`config.mk`:
```
export PLATFORM = sky130hd
export DESIGN_NAME = flash_cmd_sequencer
export DESIGN_NICKNAME = d
export VERILOG_FILES = /design/src/rtl/flash_cmd_sequencer.sv
export SDC_FILE = /design/constraint.sdc
export NUM_CORES = 1
export LEC_CHECK = 0
export CAP_MARGIN = 15
export CELL_PAD_IN_SITES_DETAIL_PLACEMENT = 1
export CELL_PAD_IN_SITES_GLOBAL_PLACEMENT = 2
export CORE_UTILIZATION = 37
export CTS_CLUSTER_SIZE = 28
export DETAILED_ROUTE_END_ITERATION = 8
export DONT_BUFFER_PORTS = 1
export GPL_TIMING_DRIVEN = 0
export PLACE_DENSITY_LB_ADDON = 0.08
export SKIP_CTS_REPAIR_TIMING = 1
export SLEW_MARGIN = 25
export SYNTH_ARGS = -nofsm -noshare
export SYNTH_HDL_FRONTEND = slang
export SYNTH_SLANG_ARGS = --single-unit
```
`constraint.sdc`:
```
create_clock -name clock -period 3.48 [get_ports clock]
set_clock_uncertainty 0.1 [all_clocks]
set_input_delay 0.696 -clock clock [delete_from_list [all_inputs] [get_ports clock]]
set_output_delay 0.696 -clock clock [all_outputs]
set_load 0.005 [all_outputs]
```
`src/rtl/flash_cmd_sequencer.sv`:
```
// JEDEC command sequencer for a 29F0x0 parallel flash: issues unlock/command write
// cycles in clocks the CPU leaves free, then polls DQ7/DQ5 for completion.
module flash_cmd_sequencer #(
    parameter int ADDR_WIDTH    = 19,
    parameter int TIMEOUT_WIDTH = 16
) (
    input  logic                  clock,
    input  logic                  reset_reg,
    input  logic                  cmd_we,
    input  logic [1:0]            cmd,
    input  logic [ADDR_WIDTH-1:0] cmd_addr,
    input  logic [7:0]            cmd_data,
    input  logic                  cpu_busy,
    input  logic [7:0]            mem_rdata,
    output logic                  own_bus,
    output logic [ADDR_WIDTH-1:0] mem_addr,
    output logic [7:0]            mem_wdata,
    output logic                  mem_wdata_oe,
    output logic                  flash_ce_n,
    output logic                  flash_we_n,
    output logic                  flash_oe_n,
    output logic                  busy,
    output logic                  done,
    output logic                  error
);
    typedef enum logic [2:0] {
        IDLE, WR_SETUP, WR_STROBE, POLL_RD, POLL_EVAL, ST_DONE, ST_ERR
    } state_t;

    localparam logic [1:0] OP_PROG   = 2'd0;
    localparam logic [1:0] OP_CERASE = 2'd2;
    localparam logic [1:0] OP_RESET  = 2'd3;
    localparam logic [ADDR_WIDTH-1:0] A555 = ADDR_WIDTH'(12'h555);
    localparam logic [ADDR_WIDTH-1:0] A2AA = ADDR_WIDTH'(12'h2AA);

    state_t                   state, next_state;
    logic [1:0]               op;
    logic [ADDR_WIDTH-1:0]    addr_q;
    logic [7:0]               data_q;
    logic [2:0]               step;
    logic [TIMEOUT_WIDTH-1:0] tmo;
    logic                     reread;
    logic                     rd_dq7, rd_dq5;
    logic [ADDR_WIDTH-1:0]    scr_addr;
    logic [7:0]               scr_data;
    logic                     last_step;
    logic                     accept, abort, dq7_ok, bus_state, wr_state;
    logic                     unused_rdata;

    assign unused_rdata = ^{mem_rdata[6], mem_rdata[4:0]};
    assign accept = cmd_we && !busy;
    assign abort  = cmd_we && busy && (cmd == OP_RESET);
    // Erase completion reads DQ7=1; program completion reads back the data bit
    assign dq7_ok = (rd_dq7 == ((op == OP_PROG) ? data_q[7] : 1'b1));

    // Write script: address/data of the current step
    always_comb begin
        scr_addr  = '0;
        scr_data  = 8'h00;
        last_step = 1'b0;
        if (op == OP_RESET) begin
            scr_data  = 8'hF0;
            last_step = 1'b1;
        end else if (op == OP_PROG) begin
            case (step)
                3'd0:    begin scr_addr = A555; scr_data = 8'hAA; end
                3'd1:    begin scr_addr = A2AA; scr_data = 8'h55; end
                3'd2:    begin scr_addr = A555; scr_data = 8'hA0; end
                default: begin scr_addr = addr_q; scr_data = data_q; last_step = 1'b1; end
            endcase
        end else begin
            case (step)
                3'd0, 3'd3: begin scr_addr = A555; scr_data = 8'hAA; end
                3'd1, 3'd4: begin scr_addr = A2AA; scr_data = 8'h55; end
                3'd2:       begin scr_addr = A555; scr_data = 8'h80; end
                default: begin
                    scr_addr  = (op == OP_CERASE) ? A555 : addr_q;
                    scr_data  = (op == OP_CERASE) ? 8'h10 : 8'h30;
                    last_step = 1'b1;
                end
            endcase
        end
    end

    always_ff @(posedge clock or posedge reset_reg) begin
        if (reset_reg) state <= IDLE;
        else           state <= next_state;
    end

    always_comb begin
        next_state = state;
        case (state)
            IDLE, ST_DONE, ST_ERR:
                if (accept)             next_state = WR_SETUP;
                else                    next_state = IDLE;
            WR_SETUP:
                if (!cpu_busy)          next_state = WR_STROBE;
            WR_STROBE:
                if (cpu_busy)           next_state = WR_SETUP;
                else if (!last_step)    next_state = WR_SETUP;
                else if (op == OP_RESET) next_state = ST_DONE;
                else                    next_state = POLL_RD;
            POLL_RD:
                if (!cpu_busy)          next_state = POLL_EVAL;
            POLL_EVAL:
                if (dq7_ok)             next_state = ST_DONE;
                else if (reread)        next_state = ST_ERR;
                else if (rd_dq5)        next_state = POLL_RD;
                else if (tmo == '0)     next_state = ST_ERR;
                else                    next_state = POLL_RD;
            default:                    next_state = IDLE;
        endcase
        // A strobe in progress still completes this clock; the reset script follows
        if (abort) next_state = WR_SETUP;
    end

    always_ff @(posedge clock or posedge reset_reg) begin
        if (reset_reg) begin
            op     <= OP_PROG;
            addr_q <= '0;
            data_q <= 8'h00;
            step   <= 3'd0;
            tmo    <= '1;
            reread <= 1'b0;
            rd_dq7 <= 1'b0;
            rd_dq5 <= 1'b0;
            busy   <= 1'b0;
            done   <= 1'b0;
            error  <= 1'b0;
        end else if (accept) begin
            op     <= cmd;
            addr_q <= cmd_addr;
            data_q <= cmd_data;
            step   <= 3'd0;
            tmo    <= '1;
            reread <= 1'b0;
            busy   <= 1'b1;
            done   <= 1'b0;
            error  <= 1'b0;
        end else if (abort) begin
            op   <= OP_RESET;
            step <= 3'd0;
        end else begin
            if (state == WR_STROBE && !cpu_busy && !last_step)
                step <= step + 3'd1;
            if (state == POLL_RD && !cpu_busy) begin
                rd_dq7 <= mem_rdata[7];
                rd_dq5 <= mem_rdata[5];
            end
            if (state == POLL_EVAL && !dq7_ok && !reread) begin
                if (rd_dq5)          reread <= 1'b1;
                else if (tmo != '0)  tmo <= tmo - TIMEOUT_WIDTH'(1);
            end
            if (next_state == ST_DONE) begin done  <= 1'b1; busy <= 1'b0; end
            if (next_state == ST_ERR)  begin error <= 1'b1; busy <= 1'b0; end
        end
    end

    // Strobes are purely combinational so cpu_busy and reset_reg release the bus at once
    always_comb begin
        wr_state     = (state == WR_SETUP) || (state == WR_STROBE);
        bus_state    = wr_state || (state == POLL_RD);
        own_bus      = bus_state && !cpu_busy;
        flash_ce_n   = !own_bus;
        flash_we_n   = !(own_bus && state == WR_STROBE);
        flash_oe_n   = !(own_bus && state == POLL_RD);
        mem_wdata_oe = own_bus && wr_state;
        mem_addr     = '0;
        mem_wdata    = 8'h00;
        if (wr_state) begin
            mem_addr  = scr_addr;
            mem_wdata = scr_data;
        end else if (state == POLL_RD) begin
            mem_addr = (op == OP_CERASE) ? '0 : addr_q;
        end
    end
endmodule
```
==> qor_table.md, run 1 <==
| Parameter | This run |
| --- | --- |
| Status | complete, but fails checks |
| Failing checks | design-rule violations |
| Crit. End Element | output port |
| Total clock buffers created by CTS | 9 |
| Share of synthesized registers carrying an async set or reset | 100% |
| Multi-input combinational cell area | 1840 um^2 |
| Fmax | 305 MHz |
| Number of clock sinks | 57 |
| Power spent charging and discharging nets | 1360 uW |
| Distinct cell type count of the synthesized netlist | 53 |
| Share of the synthesized area in the top cell type | 30.1% |
| Count of port buffers added during placement | 0 |
| Routed wire length | 9450 um |
| Clock network latency to the later pin of the worst-skew pair | 340 ps |
| Number of instances in the synthesized netlist | 415 |
| FF-to-FF Start | tmo[0] |
| Final hold vios | 0 |
| First-pass iteration count of the detailed router | 6 |
| Clock tree from TritonCTS | yes |
| Starting DRT DRC Count | 113 |
| Leading post-synthesis cells by instance count | sky130_fd_sc_hd__nand2_1, sky130_fd_sc_hd__dfrtp_1, sky130_fd_sc_hd__nor2_1 |
| Bufs on Longest Clock Path | 2 |
| Switch share | 41.5% |
| Worst reg-to-reg path cell count | 8 |
| Top cells by area, synth | sky130_fd_sc_hd__dfrtp_1, sky130_fd_sc_hd__nand2_1, sky130_fd_sc_hd__dfstp_2, sky130_fd_sc_hd__nor2_1, sky130_fd_sc_hd__a21oi_1 |
| Gr usage total | 21.3% |
| Areal power density over the cells | 864 nW/um^2 |
| Post-layout min period | 3280 ps |
| Core area | 8810 um^2 |
| Rel. slew slack | 53.2% |
| Starting Density | 38.7% |
| Net total in the final layout | 474 |
| Count of filler cells inserted in the layout | 1,072 |
| Count of maximum capacitance violations | 0 |
| Core utilization of the finished layout | 42.9% |
| Class of the most critical setup path | reg2out |
| Peak per-stage delay on the critical path | 430 ps |
| Overflow after GRT | 0 |
| Pin count of the biggest net entering global routing | 39 |
| Num rows | 34 |
| Number of flops mapped to enable cells by yosys | 0 |
| Post-Synthesis Cell Area | 3410 um^2 |
| Part of the total power dissipated in combinational logic | 41.8% |
| HP Class | in2async |
| Number of pins with negative max-slew slack in the final report | 0 |
| Number of global-route vias before repair | 3,212 |
| Leak pwr | 0.00170 uW |
| Crit-path cells | inv_1 -> ha_1 -> nor2b_2 -> a22oi_1 -> nor2_4 -> a21oi_1 -> or3_1 -> clkbuf_1 -> a22o_1 |
| Maximum fanout along the worst path | 7 |
| Max IR drop VDD | 0.286 mV |
| Number of levels the H-tree was split into | 3 |
| Post-place instance area | 3570 um^2 |
| Die X | 98.0 um |
| Worst Max-Slew Pin Slew | 695 ps |
| Synthesized net count | 463 |
| Routed len/inst | 17.6 um |
| Fraction of layout instances using a drive strength above 1 | 12.3% |
| Clock slew seen by the registers of the worst setup and hold paths | 70 ps |
| Library cell with the highest instance count after synthesis | sky130_fd_sc_hd__nand2_1 |
| Reg2Reg Setup Slack | 1020 ps |
| Slowest stage cell on the critical path | sky130_fd_sc_hd__dfrtp_1 |
| Unrepaired setup endpoints after global routing | no |
| Final HPWL DP | 7050 um |
| Count of pins on the block boundary | 76 |
| Average size of a mapped cell | 8.22 um^2 |
| Die Y | 98.0 um |
| RePlAce Congestion | 0.773 |
| # diodes | 0 |
| Arrival @ worst endpoint | 2480 ps |
| Final count of negative-setup-slack endpoints | 0 |
| Detailed-route DRC error count | 2 |
| Data required time at the worst endpoint | 2680 ps |
| Antenna violations before repair | 0 |
| Yosys warns | 0 |
| Sequential group share of total power | 38.6% |
| Area growth from synthesis to layout | 10.8% |
| Most used DFF post-synth | sky130_fd_sc_hd__dfrtp_1 |
| Clock power share | 19.6% |
| Share of synthesized area occupied by flip-flops and latches | 42.4% |
| Number of flip-flops and latches in the synthesized netlist | 57 |
| Internal Dissipation | 1910 uW |
| Wire length of the first global-routing pass | 16,100 um |
| Detailed-route via count | 2,962 |
| Via count normalized by instance count | 5.51 |
| Total non-filler cell area in the finished layout | 3780 um^2 |
| CP Capture Point | mem_addr[8] |
| Start point of the critical path | step[1] |
| Register cell area after layout | 1450 um^2 |
| Worst r2r dst | done |
| Fin crit share | 94.2% |
| Antenna violation net count after detailed routing | 0 |
| Full die area | 9610 um^2 |
| CTS Root Cell | sky130_fd_sc_hd__clkbuf_8 |
| Most area-hungry cell type in the Yosys netlist | sky130_fd_sc_hd__dfrtp_1 |
| Startpoint kind of the worst setup timing path | flop |
==> critical path, delay by kind of cell, from the launching register on <==
kind	cells	cell delay, ps
DFF	1	430
AOI/OAI and AO/OA	3	480
and+or+nand+nor	3	730
adders and majority gates	1	220
buffers and inverters	2	280
==> area by class of cell <==
class / instances / area share, %
multi-input cells: 325 / 48.6
plain buffers: 22 / 2.75
repair buffers: 1 / 0.530
clock inverters: 3 / 1.06
inverters: 10 / 1.06
flip-flops and latches: 57 / 38.3
well taps: 108 / 3.58
clock buffers: 12 / 4.11
==> how the worst min path moves through the flow <==
| stage | end | depth (start not counted) | slack, ps | startpoint |
|---|---|---|---|---|
| 2_1_floorplan | addr_q[11] | 2 | 340 | addr_q[11] |
| 3_3_place_gp | addr_q[11] | 2 | 350 | addr_q[11] |
| 3_5_place_dp | addr_q[11] | 2 | 360 | addr_q[11] |
| 4_1_cts | addr_q[14] | 1 | 70 | reset_reg |
| 5_1_grt | addr_q[14] | 1 | 80 | reset_reg |
| 6_report | busy | 1 | 70 | reset_reg |
==> power groups by stage <==
stage	sequential (uW)	clock, uW	combinational (uW)
2_1_floorplan	1200	0	1070
3_3_place_gp	1260	0	1330
3_5_place_dp	1280	0	1370
4_1_cts	1270	656	1380
5_1_grt	1300	677	1570
6_report	1260	639	1360
==> layout by cell type, fill, tap and decap left out, drive strengths merged, types with 3 or more instances in the layout <==
master,count
nand2,124
dfrtp,41
nor2,30
clkbuf,26
a21oi,20
dfstp,16
o21ai,15
and2,13
xor2,10
inv,10
buf,9
nor3,8
a211o,7
nand4,7
nand3,7
ha,7
nor4,7
nand2b,6
xnor2,6
a22o,6
or2,5
a21o,5
or3,4
a31oi,4
nor2b,4
nand4b,3
mux2,3
==> kinds of logic (layout without fill, tap and decap cells) <==
family / Yosys count / in the layout / share of synthesized area (%)
AO/OA/AOI/OAI: 71 / 71 / 13.6
XOR/XNOR: 16 / 16 / 4.11
adder cells (fa/ha/maj): 7 / 7 / 2.57
buffers and inverters: 33 / 48 / 4.22
flip-flops: 57 / 57 / 42.4
multiplexers: 4 / 4 / 1.28
AND/OR/NAND/NOR: 227 / 227 / 31.8
==> stage by stage <==
stage	hold slack [ps]	setup TNS [ps]	worst slack, ps	std cells	power [uW]
detailed placement	355	0	211	524	2640
CTS	68.3	-1780	-181	539	3300
global placement	351	0	216	523	2590
finish	71.7	0	201	538	3260
floorplan	337	0	616	415	2270
global route	79.6	0	11.7	538	3550
==> layer usage <==
| layer | track usage, % | share of wire, % |
|---|---|---|
| met4 | 6.88 | 1.5 |
| met2 | 36.6 | 49 |
| met5 | 0 | 0 |
| met3 | 4.44 | 3.1 |
| met1 | 26.6 | 46 |
==> state kept, by name, indices dropped and copies added, names as in the netlist <==
| name | flops |
|---|---|
| state | 3 |
| done | 1 |
| tmo | 16 |
| rd_dq5 | 1 |
| busy | 1 |
| op | 2 |
| error | 1 |
| data_q | 8 |
| addr_q | 19 |
| rd_dq7 | 1 |
| step | 3 |
| reread | 1 |
No activity file was read; power rests on OpenSTA's default activity.
==> run 2: changes to the inputs <==
--- a/config.mk
+++ b/config.mk
@@ -8,6 +8,7 @@
 export CAP_MARGIN = 15
 export CELL_PAD_IN_SITES_DETAIL_PLACEMENT = 1
 export CELL_PAD_IN_SITES_GLOBAL_PLACEMENT = 2
+export CORE_ASPECT_RATIO = 2
 export CORE_UTILIZATION = 37
 export CTS_CLUSTER_SIZE = 28
 export DETAILED_ROUTE_END_ITERATION = 8
==> run 2 against run 1 <==
  * The run now ends clean
  * Final area grew 4.4%
  * Clock-buffer cell count unchanged
  * Power is 14% higher
  * Die area increased by 0.24%
  * Largest power group unchanged
==> qor_table.md, run 2 (synthesis gave the netlist of run 1 again) <==
| Parameter | This run | Delta |
| --- | --- | --- |
| Count of pins on the block boundary | 76 | unchanged |
| Reg2Reg Setup Slack | 1220 ps | was 1020 ps |
| Core area | 8950 um^2 | was 8810 um^2 |
| Worst Max-Slew Pin Slew | 612 ps | was 695 ps |
| Startpoint kind of the worst setup timing path | flop | unchanged |
| Die Y | 138 um | was 98.0 um |
| Worst r2r dst | busy | was done |
| HP Class | in2async | unchanged |
| Slowest stage cell on the critical path | sky130_fd_sc_hd__dfrtp_1 | unchanged |
| Via count normalized by instance count | 5.59 | was 5.51 |
| Fmax | 304 MHz | was 305 MHz |
| Crit-path cells | inv_1 -> ha_1 -> nor2_2 -> a22oi_1 -> nor2_4 -> a21oi_1 -> or3_1 -> clkbuf_1 -> a22o_1 | was inv_1 -> ha_1 -> nor2b_2 -> a22oi_1 -> nor2_4 -> a21oi_1 -> or3_1 -> clkbuf_1 -> a22o_1 |
| Fraction of layout instances using a drive strength above 1 | 12.8% | was 12.3% |
| Areal power density over the cells | 942 nW/um^2 | was 864 nW/um^2 |
| Clock network latency to the later pin of the worst-skew pair | 320 ps | was 340 ps |
| Registers with the most flip-flops | addr_q (19), tmo (16), data_q (8) | unchanged |
| Maximum fanout along the worst path | 7 | unchanged |
| Die X | 69.9 um | was 98.0 um |
| # diodes | 0 | unchanged |
| Number of pins with negative max-slew slack in the final report | 0 | unchanged |
| Detailed-route DRC error count | 0 | was 2 |
| Number of global-route vias before repair | 3,136 | was 3,212 |
| Detailed-route via count | 2,972 | was 2,962 |
| Final hold vios | 0 | unchanged |
| Reg with most FFs | addr_q | unchanged |
| Final HPWL DP | 7950 um | was 7050 um |
| RePlAce Congestion | 0.836 | was 0.773 |
| CTS Root Cell | sky130_fd_sc_hd__clkbuf_16 | was sky130_fd_sc_hd__clkbuf_8 |
| Total clock buffers created by CTS | 9 | unchanged |
| Gr usage total | 22.5% | was 21.3% |
| Routed len/inst | 19.5 um | was 17.6 um |
| Num rows | 49 | was 34 |
| Final count of negative-setup-slack endpoints | 0 | unchanged |
| Unrepaired setup endpoints after global routing | no | unchanged |
| Class of the most critical setup path | reg2out | unchanged |
| Net total in the final layout | 473 | was 474 |
| Number of flip-flops in the largest register | 19 | unchanged |
| Count of maximum capacitance violations | 0 | unchanged |
| Leak pwr | 0.00177 uW | was 0.00170 uW |
| Clock tree from TritonCTS | yes | unchanged |
| Clock slew seen by the registers of the worst setup and hold paths | 50 ps | was 70 ps |
| Arrival @ worst endpoint | 2500 ps | was 2480 ps |
| Data required time at the worst endpoint | 2680 ps | about the same |
| Fin crit share | 94.7% | was 94.2% |
| Number of levels the H-tree was split into | 3 | unchanged |
| Area growth from synthesis to layout | 15.6% | was 10.8% |
| Bufs on Longest Clock Path | 2 | unchanged |
| Crit. End Element | output port | unchanged |
| Status | finished clean | was complete, but fails checks |
| Starting DRT DRC Count | 95 | was 113 |
| Antenna violations before repair | 0 | unchanged |
| Antenna violation net count after detailed routing | 0 | unchanged |
| Commonest non-fill, non-tap cells in the layout | sky130_fd_sc_hd__nand2_1, sky130_fd_sc_hd__dfrtp_1, sky130_fd_sc_hd__nor2_1 | unchanged |
| Routed wire length | 10,400 um | was 9450 um |
| Most common library cell in the layout ignoring fill and taps | sky130_fd_sc_hd__nand2_1 | unchanged |
| Max IR drop VDD | 0.503 mV | was 0.286 mV |
| Pwr Total | 3710 uW | was 3260 uW |
| Wire length of the first global-routing pass | 16,500 um | was 16,100 um |
| Pin count of the biggest net entering global routing | 47 | was 39 |
| Overflow after GRT | 0 | unchanged |
| Count of port buffers added during placement | 0 | unchanged |
| First-pass iteration count of the detailed router | 4 | was 6 |
| FF-to-FF Start | step[0] | was tmo[0] |
| Starting Density | 38.1% | was 38.7% |
| Peak per-stage delay on the critical path | 420 ps | was 430 ps |
| Post-layout min period | 3290 ps | was 3280 ps |
| Sum of negative setup slack | 0 ps | unchanged |
| Start point of the critical path | step[0] | was step[1] |
| Number of clock sinks | 57 | unchanged |
| Worst reg-to-reg path cell count | 8 | unchanged |
| Full die area | 9630 um^2 | was 9610 um^2 |
| Rel. slew slack | 59.2% | was 53.2% |
## run 2: routing by layer
metal / up-vias / part of all wire, % / GRT usage (%)
li1: 1423 / - / -
met1: 1468 / 36 / 22.9
met3: 22 / 3.1 / 3.73
met4: 0 / 2.7 / 9.89
met2: 59 / 58 / 43.8
met5: - / 0 / 0
## run 2: worst max path at each step
stage,to,slack [ps],depth (start not counted)
after floorplan,mem_addr[0],620,10
after global placement,mem_addr[8],220,10
after detailed placement,mem_addr[6],160,10
after CTS,mem_addr[6],-200,10
after global routing,mem_addr[7],50,8
final,mem_addr[8],190,9
## run 2: final cells by class
| cell class | count | area [um^2] |
|---|---|---|
| Inverter | 10 | 40.0 |
| Multi-Input combinational cell | 325 | 1850 |
| Fill cell | 1085 | 5010 |
| Tap cell | 102 | 128 |
| Clock inverter | 4 | 98.8 |
| Clock buffer | 12 | 256 |
| Timing Repair Buffer | 1 | 27.5 |
| Buffer | 21 | 100 |
| Sequential cell | 57 | 1450 |
## run 2: critical path: cells and delay by family (launching register included)
family | cells | cell delay [ps]
fa+ha+maj | 1 | 280
flops | 1 | 420
compound gates | 3 | 480
buf+inv | 2 | 300
simple gates | 3 | 700
## run 2: through the flow
step | instances | util, % | area, um^2 | hold WS (ps) | worst slack, ps
floorplan | 415 | - | 3410 | 337 | 616
finish | 532 | 44.1 | 3940 | 59.9 | 185
global route | 532 | 44.1 | 3940 | 61.7 | 47.1
detailed placement | 518 | 39.9 | 3570 | 361 | 157
global placement | 517 | 39.5 | 3540 | 351 | 222
CTS | 534 | 43.8 | 3920 | 55.0 | -202
## run 2: power by group
part | switching (uW) | internal (uW) | total [uW] | leakage, uW
Combinational | 861 | 537 | 1400 | 0.000918
Sequential | 258 | 1010 | 1270 | 0.000680
Clock | 305 | 739 | 1040 | 0.000173
Total | 1420 | 2290 | 3710 | 0.00177
